==> src/rtl/sram_access_arbiter.sv <==
// sram_access_arbiter: round-robin arbiter sharing one async SRAM between a writer and a reader
// Every output comes from a flop; wait states, write recovery and stale-request suppression live here.
module sram_access_arbiter #(
  parameter int ACCESS_CYC = 2,
  parameter int ADDR_W     = 20,
  parameter int DATA_W     = 16
) (
  input  logic              i_clk,
  input  logic              i_rst_n,
  input  logic              i_wr_req,
  input  logic [ADDR_W-1:0] i_wr_addr,
  input  logic [DATA_W-1:0] i_wr_data,
  output logic              o_wr_ack,
  input  logic              i_rd_req,
  input  logic [ADDR_W-1:0] i_rd_addr,
  output logic [DATA_W-1:0] o_rd_data,
  output logic              o_rd_ack,
  output logic              o_busy,
  output logic [ADDR_W-1:0] o_sram_addr,
  output logic [DATA_W-1:0] o_sram_dq,
  output logic              o_sram_dq_oe,
  input  logic [DATA_W-1:0] i_sram_dq,
  output logic              o_sram_we_n,
  output logic              o_sram_oe_n,
  output logic              o_sram_ce_n,
  output logic              o_sram_lb_n,
  output logic              o_sram_ub_n
);
  localparam logic [1:0] S_IDLE  = 2'd0;
  localparam logic [1:0] S_WRITE = 2'd1;
  localparam logic [1:0] S_WREC  = 2'd2;
  localparam logic [1:0] S_READ  = 2'd3;
  localparam logic [3:0] CNT_INIT = 4'(ACCESS_CYC - 1);
  logic [1:0]        state_q, state_d;
  logic [3:0]        cnt_q, cnt_d;
  logic              last_w_q, last_w_d;
  logic [ADDR_W-1:0] addr_q, addr_d;
  logic [DATA_W-1:0] dq_q, dq_d, rd_q, rd_d;
  logic              we_n_q, we_n_d, oe_n_q, oe_n_d, sel_n_q, sel_n_d, dq_oe_q, dq_oe_d;
  logic              wr_ack_q, wr_ack_d, rd_ack_q, rd_ack_d, busy_q;
  logic              wr_ok, rd_ok, gnt_w, gnt_r;
  // a port whose ack is showing this cycle still has its old request up
  assign wr_ok = i_wr_req & ~wr_ack_q;
  assign rd_ok = i_rd_req & ~rd_ack_q;
  assign gnt_w = wr_ok & (~rd_ok | ~last_w_q);
  assign gnt_r = rd_ok & ~gnt_w;
  always_comb begin
    state_d  = state_q;
    cnt_d    = cnt_q;
    last_w_d = last_w_q;
    addr_d   = addr_q;
    dq_d     = dq_q;
    rd_d     = rd_q;
    we_n_d   = we_n_q;
    oe_n_d   = oe_n_q;
    sel_n_d  = sel_n_q;
    dq_oe_d  = dq_oe_q;
    wr_ack_d = 1'b0;
    rd_ack_d = 1'b0;
    case (state_q)
      S_IDLE: begin
        if (gnt_w | gnt_r) begin
          state_d  = gnt_w ? S_WRITE : S_READ;
          cnt_d    = CNT_INIT;
          last_w_d = gnt_w;
          addr_d   = gnt_w ? i_wr_addr : i_rd_addr;
          dq_d     = gnt_w ? i_wr_data : dq_q;
          we_n_d   = ~gnt_w;
          oe_n_d   = gnt_w;
          sel_n_d  = 1'b0;
          dq_oe_d  = gnt_w;
        end
      end
      S_WRITE: begin
        state_d  = (cnt_q == 4'd0) ? S_WREC : S_WRITE;
        cnt_d    = (cnt_q == 4'd0) ? cnt_q : cnt_q - 4'd1;
        we_n_d   = (cnt_q == 4'd0);
        wr_ack_d = (cnt_q == 4'd0);
      end
      S_WREC: begin
        state_d = S_IDLE;
        sel_n_d = 1'b1;
        dq_oe_d = 1'b0;
      end
      default: begin
        state_d  = (cnt_q == 4'd0) ? S_IDLE : S_READ;
        cnt_d    = (cnt_q == 4'd0) ? cnt_q : cnt_q - 4'd1;
        rd_d     = (cnt_q == 4'd0) ? i_sram_dq : rd_q;
        rd_ack_d = (cnt_q == 4'd0);
        oe_n_d   = (cnt_q == 4'd0);
        sel_n_d  = (cnt_q == 4'd0);
      end
    endcase
  end
  always_ff @(posedge i_clk or negedge i_rst_n) begin
    if (!i_rst_n) begin
      state_q  <= S_IDLE;
      cnt_q    <= 4'd0;
      last_w_q <= 1'b0;
      addr_q   <= '0;
      dq_q     <= '0;
      rd_q     <= '0;
      we_n_q   <= 1'b1;
      oe_n_q   <= 1'b1;
      sel_n_q  <= 1'b1;
      dq_oe_q  <= 1'b0;
      wr_ack_q <= 1'b0;
      rd_ack_q <= 1'b0;
      busy_q   <= 1'b0;
    end else begin
      state_q  <= state_d;
      cnt_q    <= cnt_d;
      last_w_q <= last_w_d;
      addr_q   <= addr_d;
      dq_q     <= dq_d;
      rd_q     <= rd_d;
      we_n_q   <= we_n_d;
      oe_n_q   <= oe_n_d;
      sel_n_q  <= sel_n_d;
      dq_oe_q  <= dq_oe_d;
      wr_ack_q <= wr_ack_d;
      rd_ack_q <= rd_ack_d;
      busy_q   <= state_d != S_IDLE;
    end
  end
  assign o_wr_ack     = wr_ack_q;
  assign o_rd_ack     = rd_ack_q;
  assign o_rd_data    = rd_q;
  assign o_busy       = busy_q;
  assign o_sram_addr  = addr_q;
  assign o_sram_dq    = dq_q;
  assign o_sram_dq_oe = dq_oe_q;
  assign o_sram_we_n  = we_n_q;
  assign o_sram_oe_n  = oe_n_q;
  assign o_sram_ce_n  = sel_n_q;
  assign o_sram_lb_n  = sel_n_q;
  assign o_sram_ub_n  = sel_n_q;
endmodule

==> config.mk <==
export PLATFORM = sky130hd
export DESIGN_NAME = sram_access_arbiter
export DESIGN_NICKNAME = d
export VERILOG_FILES = /design/src/rtl/sram_access_arbiter.sv
export SDC_FILE = /design/constraint.sdc
export NUM_CORES = 1
export LEC_CHECK = 0
export CORE_ASPECT_RATIO = 1.1
export CORE_MARGIN = 5
export CORE_UTILIZATION = 30
export CTS_BUF_LIST = sky130_fd_sc_hd__clkbuf_4 sky130_fd_sc_hd__clkbuf_8 sky130_fd_sc_hd__clkbuf_16
export CTS_CLUSTER_DIAMETER = 200
export DETAILED_ROUTE_END_ITERATION = 7
export GPL_TIMING_DRIVEN = 0
export HOLD_SLACK_MARGIN = 0.1
export PLACE_DENSITY = 0.63
export SETUP_SLACK_MARGIN = 0.1
export SLEW_MARGIN = 10
export SYNTH_ARGS = -nofsm -noshare
export SYNTH_HDL_FRONTEND = slang
export SYNTH_SLANG_ARGS = --single-unit
==> constraint.sdc <==
create_clock -name i_clk -period 2.1 [get_ports i_clk]
set_clock_uncertainty 0.15 [all_clocks]
set_input_delay 0.42 -clock i_clk [delete_from_list [all_inputs] [get_ports i_clk]]
set_output_delay 0.42 -clock i_clk [all_outputs]
set_load 0.03 [all_outputs]
==> metrics.md, run 1 <==
| Metric | Value |
|---|---|
| Status | `completed` |
| CTS Root Buffer Type | `clkbuf_8` |
| Maxcap violations | `0` |
| P_sw | `3110 uW` |
| Total power | `7500 uW` |
| Sequential share of power | `0.301` |
| Width of the die | `approximately 100 um` |
| Die Y | `113 um` |
| Sw Share | `0.415` |
| Slew HR | `0.682` |
| Initial DRC Count | `38` |
| Mux cell area share after synthesis | `0.200` |
| Fill count | `883` |
| # rows | `37` |
| Post-synthesis simple-gate area fraction | `0.0851` |
| Yosys warning total | `0` |
| Main flop type after synthesis | `dfrtp_1` |
| Crit path max-delay family | `flip-flops` |
| Clock Pin Slew Worst Setup and Hold Paths | `0.07 ns` |
| Placed cell count | `about 490` |
| First-pass GRT wire length | `12500 um` |
| CTS Buffer Depth | `2` |
| Most frequent cell after synthesis | `dfrtp_1` |
| Total global-route track usage | `0.129` |
| Avg Cell Area, Syn | `12.5 um2` |
| RR Startpoint | `state_q[1]$_DFF_PN0_` |
| Area delta synth->final | `63.6%` |
| Via density | `4.61` |
| Io pins | `approximately 140` |
| XOR/XNOR Fraction of Synth Area | `0` |
| Min Tclk post-route | `1.97 ns` |
| Antenna viol nets, final | `0` |
| Drt wl/cell | `~15 um` |
| Post-synth EDFFs | `0` |
| Worst hold endpoint | `o_sram_addr[7]$_DFFE_PN0P_` |
| Post-synth ARST share | `1.00` |
| Startpoint Class | `register` |
| ANT cells | `0` |
| Largest family of logic cells by synthesized area | `multiplexers` |
| Clock latency at the later pin of the worst-skew pair | `0.33 ns` |
| Fin. max-slew vios | `0` |
| Gr ovfl total | `0` |
| Largest area contributor in the netlist | `dfrtp_1` |
| Clk pwr share | `0.144` |
| Worst Setup Slack, final | `0.135 ns` |
| Power Internal | `4390 uW` |
| Area fraction of the dominant cell type after synthesis | `0.542` |
| Hold_sp | `o_sram_addr[7]$_DFFE_PN0P_` |
| Die ar. | `11800 um2` |
| Final Util | `0.504` |
| Post-Synthesis Cells | `233` |
| Pre-CTS setup slack | `-0.331 ns` |
| #FFs+latches synth | `66` |
| Top cells by area, synth | `dfrtp_1, mux2_2, mux2i_1` |
| Antenna violations before repair | `0` |
| Crit-path max FO | `10` |
| Worst-Margin Slew | `0.476 ns` |
| Setup crit end kind | `register` |
| Crit path arrival time | `2.06 ns` |
| Post-synth net total | `~320` |
| Hold violation total from the final report | `0` |
| CP max stage delay | `0.45 ns` |
| Post-DP HPWL | `5850 um` |
| Routability cong. | `0.757` |
| Clk sink count | `66` |
| Total Wirelength | `7570 um` |
| Fraction of layout cells with a size suffix above 1 | `0.229` |
| Buf+Inv Stages, Crit Path | `3` |
| Netlist cell types | `40` |
| P_leak | `0.00220 uW` |
| Final Non-Filler Cells | `510` |
| CORE AREA | `9440 um2` |
| H-Tree Depth | `3` |
| Post-synthesis compound-gate area fraction | `0.0830` |
| Final setup fails | `0` |
| WS Path Type | `reg2reg` |
| Via count | `2350` |
| Nets | `between 400 and 500` |
| Largest net degree at the start of global routing | `37` |
| Worst hold stages | `2` |
| Worst reg2reg path endpoint | `o_sram_we_n$_DFFE_PN1P_` |
| Post-Synth Adder-Cell Area | `0.0258` |
| Seq/Total Area, Yosys | `0.569` |
| Syn Std Cell Area | `~2900 um2` |
| Register-to-Register Setup Slack | `0.13 ns` |
| Worst r2r path cells | `6` |
| Final period util | `0.936` |
| Hold Slack | `between 0.3 and 0.4 ns` |
| Top cells by count, synth | `dfrtp_1, mux2_2, nand2_1` |
| Combinational Power Share | `0.555` |
| Peak Freq | `about 500 MHz` |
| 1st-pass router iterations | `4` |
| DRC viols | `0` |
| Critical path's slowest cell | `dfrtp_2` |
| # port buffers | `about 140` |
| Starting Density | `0.308` |
| Crit-path cells | `inv_1, ha_1, clkbuf_4, inv_2, or3_4, a311oi_2` |
| Vias in the first global route | `2545` |
| HP Class | `reg2reg` |
| RSZ-0062 raised after global routing | `true` |
| Crit path required time | `2.20 ns` |
| VDD IR max | `~550 uV` |
| Clock tree from TritonCTS | `yes` |
| Num CTS Buffers | `9` |
| PwrDens | `1580 nW/um2` |
==> layout make-up <==
| cell class | count | area [um2] | area share |
|---|---|---|---|
| well taps | 117 | 146 | 0.0307 |
| inverters | 8 | 30.0 | 0.00631 |
| plain buffers | 13 | 96.3 | 0.0202 |
| clock inverters | 6 | 65.1 | 0.0137 |
| clock buffers | 10 | 138 | 0.0289 |
| repair buffers | 144 | 1450 | 0.305 |
| multi-input cells | 146 | 1170 | 0.247 |
| flip-flops and latches | 66 | 1660 | 0.348 |
==> flip-flops by register name (all words and copies together) (netlist names) <==
register / flops
o_sram_oe_n: 1
o_rd_ack: 1
o_busy: 1
o_rd_data: 16
o_sram_addr: 20
o_wr_ack: 1
o_sram_dq: 16
o_sram_ce_n: 1
o_sram_dq_oe: 1
state_q: 2
cnt_q: 4
o_sram_we_n: 1
last_w_q: 1
==> kinds of logic (layout without fill, tap and decap cells) <==
family	Yosys count	count (layout)
DFF	66	66
muxes	53	53
and+or+nand+nor	48	48
AOI/OAI and AO/OA	39	39
buffers and inverters	21	181
adders and majority gates	6	6
==> routing by layer <==
metal,vias to the layer above,track usage,routed length (um)
li1,1129,-,-
met1,1123,0.147,3020
met2,86,0.218,3820
met3,12,0.0576,622
met4,0,0.0397,119
met5,-,0,0
==> worst max path at each step <==
stage | to | cells after the start | startpoint | slack (ns)
5_1_grt | cnt_q[2]$_DFFE_PN0P_ | 5 | i_rd_req | 0.08
3_5_place_dp | o_sram_addr[13]$_DFFE_PN0P_ | 7 | i_wr_req | -0.33
6_report | o_sram_we_n$_DFFE_PN1P_ | 6 | state_q[1]$_DFF_PN0_ | 0.13
2_1_floorplan | o_rd_data[10]$_DFFE_PN0P_ | 7 | cnt_q[0]$_DFFE_PN0P_ | 0.15
4_1_cts | o_sram_addr[19] | 1 | o_sram_addr[19]$_DFFE_PN0P_ | 0.11
3_3_place_gp | o_sram_addr[18]$_DFFE_PN0P_ | 1 | i_rst_n | -1.82
==> power by group through the flow <==
stage / sequential, uW / clock, uW / combinational, uW
2_1_floorplan: 3340 / 0 / 1370
3_3_place_gp: 2280 / 0 / 4040
3_5_place_dp: 2290 / 0 / 4090
4_1_cts: 2280 / 1120 / 4130
5_1_grt: 2350 / 1170 / 4480
6_report: 2260 / 1080 / 4170
==> cell usage in the layout (no fill, tap or decap), drive strengths merged, types with 2 or more instances in the layout <==
master and count:
o2bb2ai 2, and2 2, nor3b 3, inv 9, clkinv 3, o21ai 23, nand2 24, ha 6
clkdlybuf4s15 2, dfrtp 63, or2 2, or3 2, buf 15, a21oi 4, mux2i 21, clkdlybuf4s50 119
dfstp 3, nor3 3, dlymetal6s2s 10, nor2b 2, clkbuf 16, dlygate4sd2 4, mux2 32, nor2 6
==> per-stage QoR <==
step,area [um2],TNS (ns)
final,4760,0
after CTS,4670,0
after global routing,4760,0
after global placement,4420,-124.84
after floorplan,2910,0
after detailed placement,4440,-8.35
==> worst reg2reg max path: cells and delay by family (launching register included) <==
family	cells	cell delay (ns)
AOI/OAI and AO/OA	1	0.27
DFF	1	0.45
adders and majority gates	1	0.15
buffers and inverters	3	0.43
and+or+nand+nor	1	0.42
==> repair_timing <==
item / CTS / global route
hold endpoints to repair: 27 / 0
resized for setup: 14 / 24
hold buffers: 1 / 0
endpoints found under the setup margin: 52 / 55
setup buffers: 2 / 4
pin swaps: 0 / 0
(Power assumes the default switching activity.)
==> inputs of run 2 (changes only) <==
PLACE_DENSITY = 0.61   (was 0.63)
SLEW_MARGIN = 5   (was 10)
clock period = 1.88 ns   (was 2.1 ns; I/O delays follow)
==> metrics.md, run 2 (same netlist as run 1, synthesis figures left out) <==
| Metric | Value |
|---|---|
| Power Internal | `4990 uW (was 4390 uW)` |
| Io pins | `137 (unchanged)` |
| Startpoint Class | `register (unchanged)` |
| Hold violation total from the final report | `0 (unchanged)` |
| Total global-route track usage | `0.144 (was 0.129)` |
| Vias in the first global route | `2629 (was 2545)` |
| Clk sink count | `66 (unchanged)` |
| Nets | `494 (was 470)` |
| Post-DP HPWL | `5780 um (was 5850 um)` |
| Largest net degree at the start of global routing | `67 (was 37)` |
| Crit path arrival time | `1.96 ns (was 2.06 ns)` |
| Area delta synth->final | `74.5% (was 63.6%)` |
| Worst Setup Slack, final | `-0.0120 ns (was 0.135 ns)` |
| Largest register FFs | `20 (unchanged)` |
| CTS Root Buffer Type | `clkbuf_8 (unchanged)` |
| Dpl cell area | `4490 um2 (was 4440 um2)` |
| Placed cell count | `487 (unchanged)` |
| Post-Layout Inst Area | `5080 um2 (was 4760 um2)` |
| ANT cells | `0 (unchanged)` |
| # port buffers | `136 (unchanged)` |
| Fill count | `869 (was 883)` |
| Maxcap violations | `0 (unchanged)` |
| Fin. max-slew vios | `0 (unchanged)` |
| Final Non-Filler Cells | `534 (was 510)` |
| Final period util | `1.01 (was 0.936)` |
| WS Path Type | `reg2reg (unchanged)` |
| Initial DRC Count | `67 (was 38)` |
| Routability cong. | `0.778 (was 0.757)` |
| Via count | `2449 (was 2350)` |
| First-pass GRT wire length | `13600 um (was 12500 um)` |
| Crit-path max FO | `5 (was 10)` |
| CTS Buffer Depth | `2 (unchanged)` |
| Clock Pin Slew Worst Setup and Hold Paths | `0.07 ns (about the same)` |
| Failing checks | `setup timing` |
| Crit path required time | `1.94 ns (was 2.20 ns)` |
| Setup crit end kind | `register (unchanged)` |
| Die ar. | `11800 um2 (unchanged)` |
| Drt wl/cell | `15.9 um (was 14.8 um)` |
| # rows | `37 (unchanged)` |
| Num CTS Buffers | `9 (unchanged)` |
| Sequential share of power | `0.288 (was 0.301)` |
| PwrDens | `1710 nW/um2 (was 1580 nW/um2)` |
| 1st-pass router iterations | `6 (was 4)` |
| Fraction of layout cells with a size suffix above 1 | `0.309 (was 0.229)` |
| Total Wirelength | `8510 um (was 7570 um)` |
| Combinational Power Share | `0.590 (was 0.555)` |
| Gr ovfl total | `0 (unchanged)` |
| Width of the die | `104 um (unchanged)` |
| DRC viols | `0 (unchanged)` |
| Status | `complete, but fails checks (was completed)` |
| Slew HR | `0.774 (was 0.682)` |
| Peak Freq | `529 MHz (was 509 MHz)` |
| Clock tree from TritonCTS | `yes (unchanged)` |
| Antenna viol nets, final | `0 (unchanged)` |
| Most frequent cells in the layout | `clkdlybuf4s50_1, dfrtp_1, dlygate4sd2_1 (was clkdlybuf4s50_1, dfrtp_1, mux2_2)` |
| VDD IR max | `773 uV (was 548 uV)` |
| Clock latency at the later pin of the worst-skew pair | `0.33 ns (about the same)` |
| Starting Density | `0.308 (unchanged)` |
| Min Tclk post-route | `1.89 ns (was 1.97 ns)` |
| P_leak | `0.00240 uW (was 0.00220 uW)` |
| Via density | `4.59 (was 4.61)` |
| Antenna violations before repair | `0 (unchanged)` |
| HP Class | `reg2reg (unchanged)` |
| CORE AREA | `9440 um2 (unchanged)` |
| Worst-Margin Slew | `0.339 ns (was 0.476 ns)` |
| Sw Share | `0.425 (was 0.415)` |
| Commonest non-fill, non-tap cell in the layout | `clkdlybuf4s50_1 (unchanged)` |
| Final setup fails | `6 (was 0)` |
| Die Y | `113 um (unchanged)` |
| Clk pwr share | `0.121 (was 0.144)` |
| H-Tree Depth | `3 (unchanged)` |
| P_sw | `3690 uW (was 3110 uW)` |
| RSZ-0062 raised after global routing | `true (unchanged)` |
[run 2: changes by cell type in the layout (fill, tap and decap cells not counted), moves of 5 or more]
cell and delta:
buf_12 +5, dlygate4sd2_1 +52, dlymetal6s2s_1 -10, mux2_2 -18
mux2_4 +18, clkdlybuf4s50_1 -45, buf_4 +18
[run 2: worst max-delay path, cell delays in order, from the launching register on]
cell	delay, ns
dfrtp_1	0.40
inv_2	0.09
ha_4	0.13
nor3b_4	0.20
and2_4	0.17
buf_8	0.12
buf_12	0.11
buf_12	0.11
mux2_4	0.30
[run 2: routing by layer]
layer | up-vias | part of all wire | GRT usage
met5 | - | 0 | 0
met4 | 0 | 0.0081 | 0.0440
met3 | 10 | 0.079 | 0.0667
met2 | 99 | 0.50 | 0.232
met1 | 1166 | 0.42 | 0.173
li1 | 1174 | - | -
[run 2: power groups by stage]
stage | clock network [uW] | logic [uW] | registers [uW]
after floorplan | 0 | 1610 | 3740
after global placement | 0 | 4600 | 2540
after detailed placement | 0 | 4660 | 2570
after CTS | 1100 | 4880 | 2500
after global routing | 1190 | 5490 | 2600
final | 1050 | 5120 | 2500
[run 2: repair_timing]
item	in CTS	in global routing
pin swaps	3	7
gates cloned	1	1
hold endpoints to repair	63	0
resized for setup	109	16
endpoints found under the setup margin	122	56
setup buffers	22	8
hold buffers	1	0
[run 2: metrics by stage]
step / hold slack, ns / setup slack (ns) / util / TNS, ns / power (uW)
after floorplan: -0.0696 / -0.0424 / - / -0.382 / 5350
after global placement: 0.313 / -2.29 / 0.473 / -147.34 / 7150
after detailed placement: 0.260 / -0.418 / 0.476 / -15.51 / 7230
after CTS: 0.331 / -0.0388 / 0.527 / -0.188 / 8490
after global routing: 0.357 / -0.0570 / 0.538 / -0.368 / 9280
final: 0.328 / -0.0120 / 0.538 / -0.0298 / 8680
[run 2: area by class of cell]
class | instances | area, um2 | share of cell area
Buffer | 13 | 131 | 0.0259
Clock buffer | 11 | 145 | 0.0286
Clock inverter | 5 | 30.0 | 0.00591
Inverter | 8 | 37.5 | 0.00739
Multi-Input combinational cell | 146 | 1300 | 0.257
Sequential cell | 66 | 1660 | 0.327
Tap cell | 117 | 146 | 0.0288
Timing Repair Buffer | 168 | 1630 | 0.320
[run 2: final timing paths]
| path | end | startpoint | slack, ns | depth (start not counted) |
|---|---|---|---|---|
| min in group asynchronous | state_q[0]$_DFF_PN0_ | i_rst_n | 0.44 | 3 |
| worst min-delay path | o_sram_addr[17]$_DFFE_PN0P_ | o_sram_addr[17]$_DFFE_PN0P_ | 0.33 | 2 |
| worst max-delay path | o_rd_data[15]$_DFFE_PN0P_ | cnt_q[1]$_DFFE_PN0P_ | -0.01 | 8 |
| worst max register to register | o_rd_data[15]$_DFFE_PN0P_ | cnt_q[1]$_DFFE_PN0P_ | -0.01 | 8 |
| max in group asynchronous | o_sram_oe_n$_DFFE_PN1P_ | i_rst_n | 0.81 | 3 |
| worst min register to register | o_sram_addr[17]$_DFFE_PN0P_ | o_sram_addr[17]$_DFFE_PN0P_ | 0.33 | 2 |
==> inputs of run 3 (changes only) <==
--- a/constraint.sdc
+++ b/constraint.sdc
@@ -3,3 +3,3 @@
 set_input_delay 0.376 -clock i_clk [delete_from_list [all_inputs] [get_ports i_clk]]
 set_output_delay 0.376 -clock i_clk [all_outputs]
-set_load 0.03 [all_outputs]
+set_load 0.1 [all_outputs]
==> metrics.md, run 3 (same netlist as run 1, synthesis figures left out) <==
| Metric | Value |
|---|---|
| Status | `complete, but fails checks (unchanged)` |
| Failing checks | `setup timing (unchanged)` |
| Crit-path cells | `clkdlybuf4s50_1, nor2b_2, clkdlybuf4s15_2, nor3_1, o32ai_2, or3_4 (was inv_2, ha_4, nor3b_4, and2_4, buf_8, buf_12, buf_12, mux2_4)` |
| Die ar. | `11800 um2 (unchanged)` |
| Largest register FFs | `20 (unchanged)` |
| CP max stage delay | `0.39 ns (was 0.40 ns)` |
| Gr ovfl total | `0 (unchanged)` |
| Register-to-Register Setup Slack | `0 ns (was -0.01 ns)` |
| Min Tclk post-route | `1.90 ns (was 1.89 ns)` |
| Crit path required time | `1.94 ns (about the same)` |
| Worst Setup Slack, final | `-0.0241 ns (was -0.0120 ns)` |
| Vias in the first global route | `2622 (was 2629)` |
| Crit-path max FO | `4 (was 5)` |
| # rows | `37 (unchanged)` |
| WS Path Type | `in2reg (was reg2reg)` |
| First-pass GRT wire length | `13200 um (was 13600 um)` |
| Total global-route track usage | `0.137 (was 0.144)` |
| # port buffers | `136 (unchanged)` |
| Die Y | `113 um (unchanged)` |
| Routability cong. | `0.781 (was 0.778)` |
| Crit path arrival time | `1.96 ns (about the same)` |
| Worst-Margin Slew | `0.557 ns (was 0.339 ns)` |
| Critical path's slowest cell | `clkdlybuf4s50_1 (was dfrtp_1)` |
| Final period util | `1.01 (about the same)` |
| DRC viols | `0 (unchanged)` |
| Startpoint Class | `input pin (was register)` |
| Antenna violations before repair | `0 (unchanged)` |
| Fin. max-slew vios | `0 (unchanged)` |
| Via count | `2459 (was 2449)` |
| Peak Freq | `525 MHz (was 529 MHz)` |
| 1st-pass router iterations | `4 (was 6)` |
| DR top layer | `met4 (unchanged)` |
| Drt wl/cell | `15.8 um (was 15.9 um)` |
| Width of the die | `104 um (unchanged)` |
| CORE AREA | `9440 um2 (unchanged)` |
| Nets | `492 (was 494)` |
| RSZ-0062 raised after global routing | `true (unchanged)` |
| CTS Buffer Depth | `2 (unchanged)` |
| Starting Density | `0.308 (unchanged)` |
| DR WL met3 | `672 um (unchanged)` |
| Initial DRC Count | `56 (was 67)` |
| Area delta synth->final | `67.1% (was 74.5%)` |
| Post-Route M1 WL | `3380 um (was 3540 um)` |
| Most frequent cells in the layout | `clkdlybuf4s50_1, dfrtp_1, buf_2 (was clkdlybuf4s50_1, dfrtp_1, dlygate4sd2_1)` |
| Setup TNS | `-0.0241 ns (was -0.0298 ns)` |
| HP Class | `reg2reg (unchanged)` |
| Via density | `4.63 (was 4.59)` |
| Fraction of layout cells with a size suffix above 1 | `0.454 (was 0.309)` |
| ANT cells | `0 (unchanged)` |
| H-Tree Depth | `3 (unchanged)` |
| Clock tree from TritonCTS | `yes (unchanged)` |
| Post-DP HPWL | `5870 um (was 5780 um)` |
| Clock latency at the later pin of the worst-skew pair | `0.33 ns (about the same)` |
| CTS Root Buffer Type | `clkbuf_8 (unchanged)` |
| Largest net degree at the start of global routing | `67 (unchanged)` |
| Antenna viol nets, final | `0 (unchanged)` |
| Fill count | `901 (was 869)` |
| Io pins | `137 (unchanged)` |
| Hold violation total from the final report | `0 (unchanged)` |
| Setup crit end kind | `register (unchanged)` |
| Num CTS Buffers | `9 (unchanged)` |
| Clock Pin Slew Worst Setup and Hold Paths | `0.07 ns (about the same)` |
| Slew HR | `0.631 (was 0.774)` |
| Commonest non-fill, non-tap cell in the layout | `clkdlybuf4s50_1 (unchanged)` |
| Routed wl met2 | `4270 um (was 4230 um)` |
| Total Wirelength | `8380 um (was 8510 um)` |
| Final setup fails | `1 (was 6)` |
| Maxcap violations | `0 (unchanged)` |
| Clk sink count | `66 (unchanged)` |
==> run 3: cell type report <==
type / count / area, um2 / area share
plain buffers: 13 / 131 / 0.0270
clock buffers: 10 / 138 / 0.0283
clock inverters: 5 / 31.3 / 0.00643
inverters: 8 / 32.5 / 0.00669
multi-input cells: 146 / 1320 / 0.271
flip-flops and latches: 66 / 1660 / 0.342
well taps: 117 / 146 / 0.0301
repair buffers: 166 / 1400 / 0.289
==> run 3: per-stage QoR <==
stage               instance area (um2)  utilization  worst slack [ns]  cells  hold WS, ns
floorplan                          2960            -           -0.0436    233      -0.0696
global placement                   4470        0.474             -2.49    486        0.313
detailed placement                 4500        0.476            -0.441    487        0.263
CTS                                4880        0.516           -0.0370    519        0.335
global route                       4860        0.515           -0.0477    531        0.357
finish                             4860        0.515           -0.0241    531        0.323
==> run 3: metal layers <==
metal  track usage  up-vias
met5             0        -
met4        0.0259        0
met3        0.0702        6
met2         0.227       79
met1         0.161     1200
li1              -     1174
==> run 3: critical path: cells and delay by family <==
family	cells	cell delay [ns]
AOI/OAI and AO/OA	1	0.13
buffers and inverters	2	0.63
and+or+nand+nor	3	0.82
==> run 3: repair_timing <==
item	CTS	global route
pin swaps	5	6
hold endpoints to repair	63	0
hold buffers	1	0
cloned	1	1
endpoints found under the setup margin	122	85
buffers inserted	15	12
gates resized for setup	303	61
==> run 3: worst paths after layout <==
path	start	to	cells after the start
max	i_wr_req	o_busy$_DFF_PN0_	6
min	o_sram_addr[7]$_DFFE_PN0P_	o_sram_addr[7]$_DFFE_PN0P_	2
max reg2reg	cnt_q[0]$_DFFE_PN0P_	o_rd_data[8]$_DFFE_PN0P_	8
min reg2reg	o_sram_addr[7]$_DFFE_PN0P_	o_sram_addr[7]$_DFFE_PN0P_	2
max in group asynchronous	i_rst_n	state_q[0]$_DFF_PN0_	3
min in group asynchronous	i_rst_n	o_wr_ack$_DFF_PN0_	3
Power of run 3 is left out: the tool's default activity adds up to more than one toggle a clock period on the data nets, which glitch-free logic cannot reach.
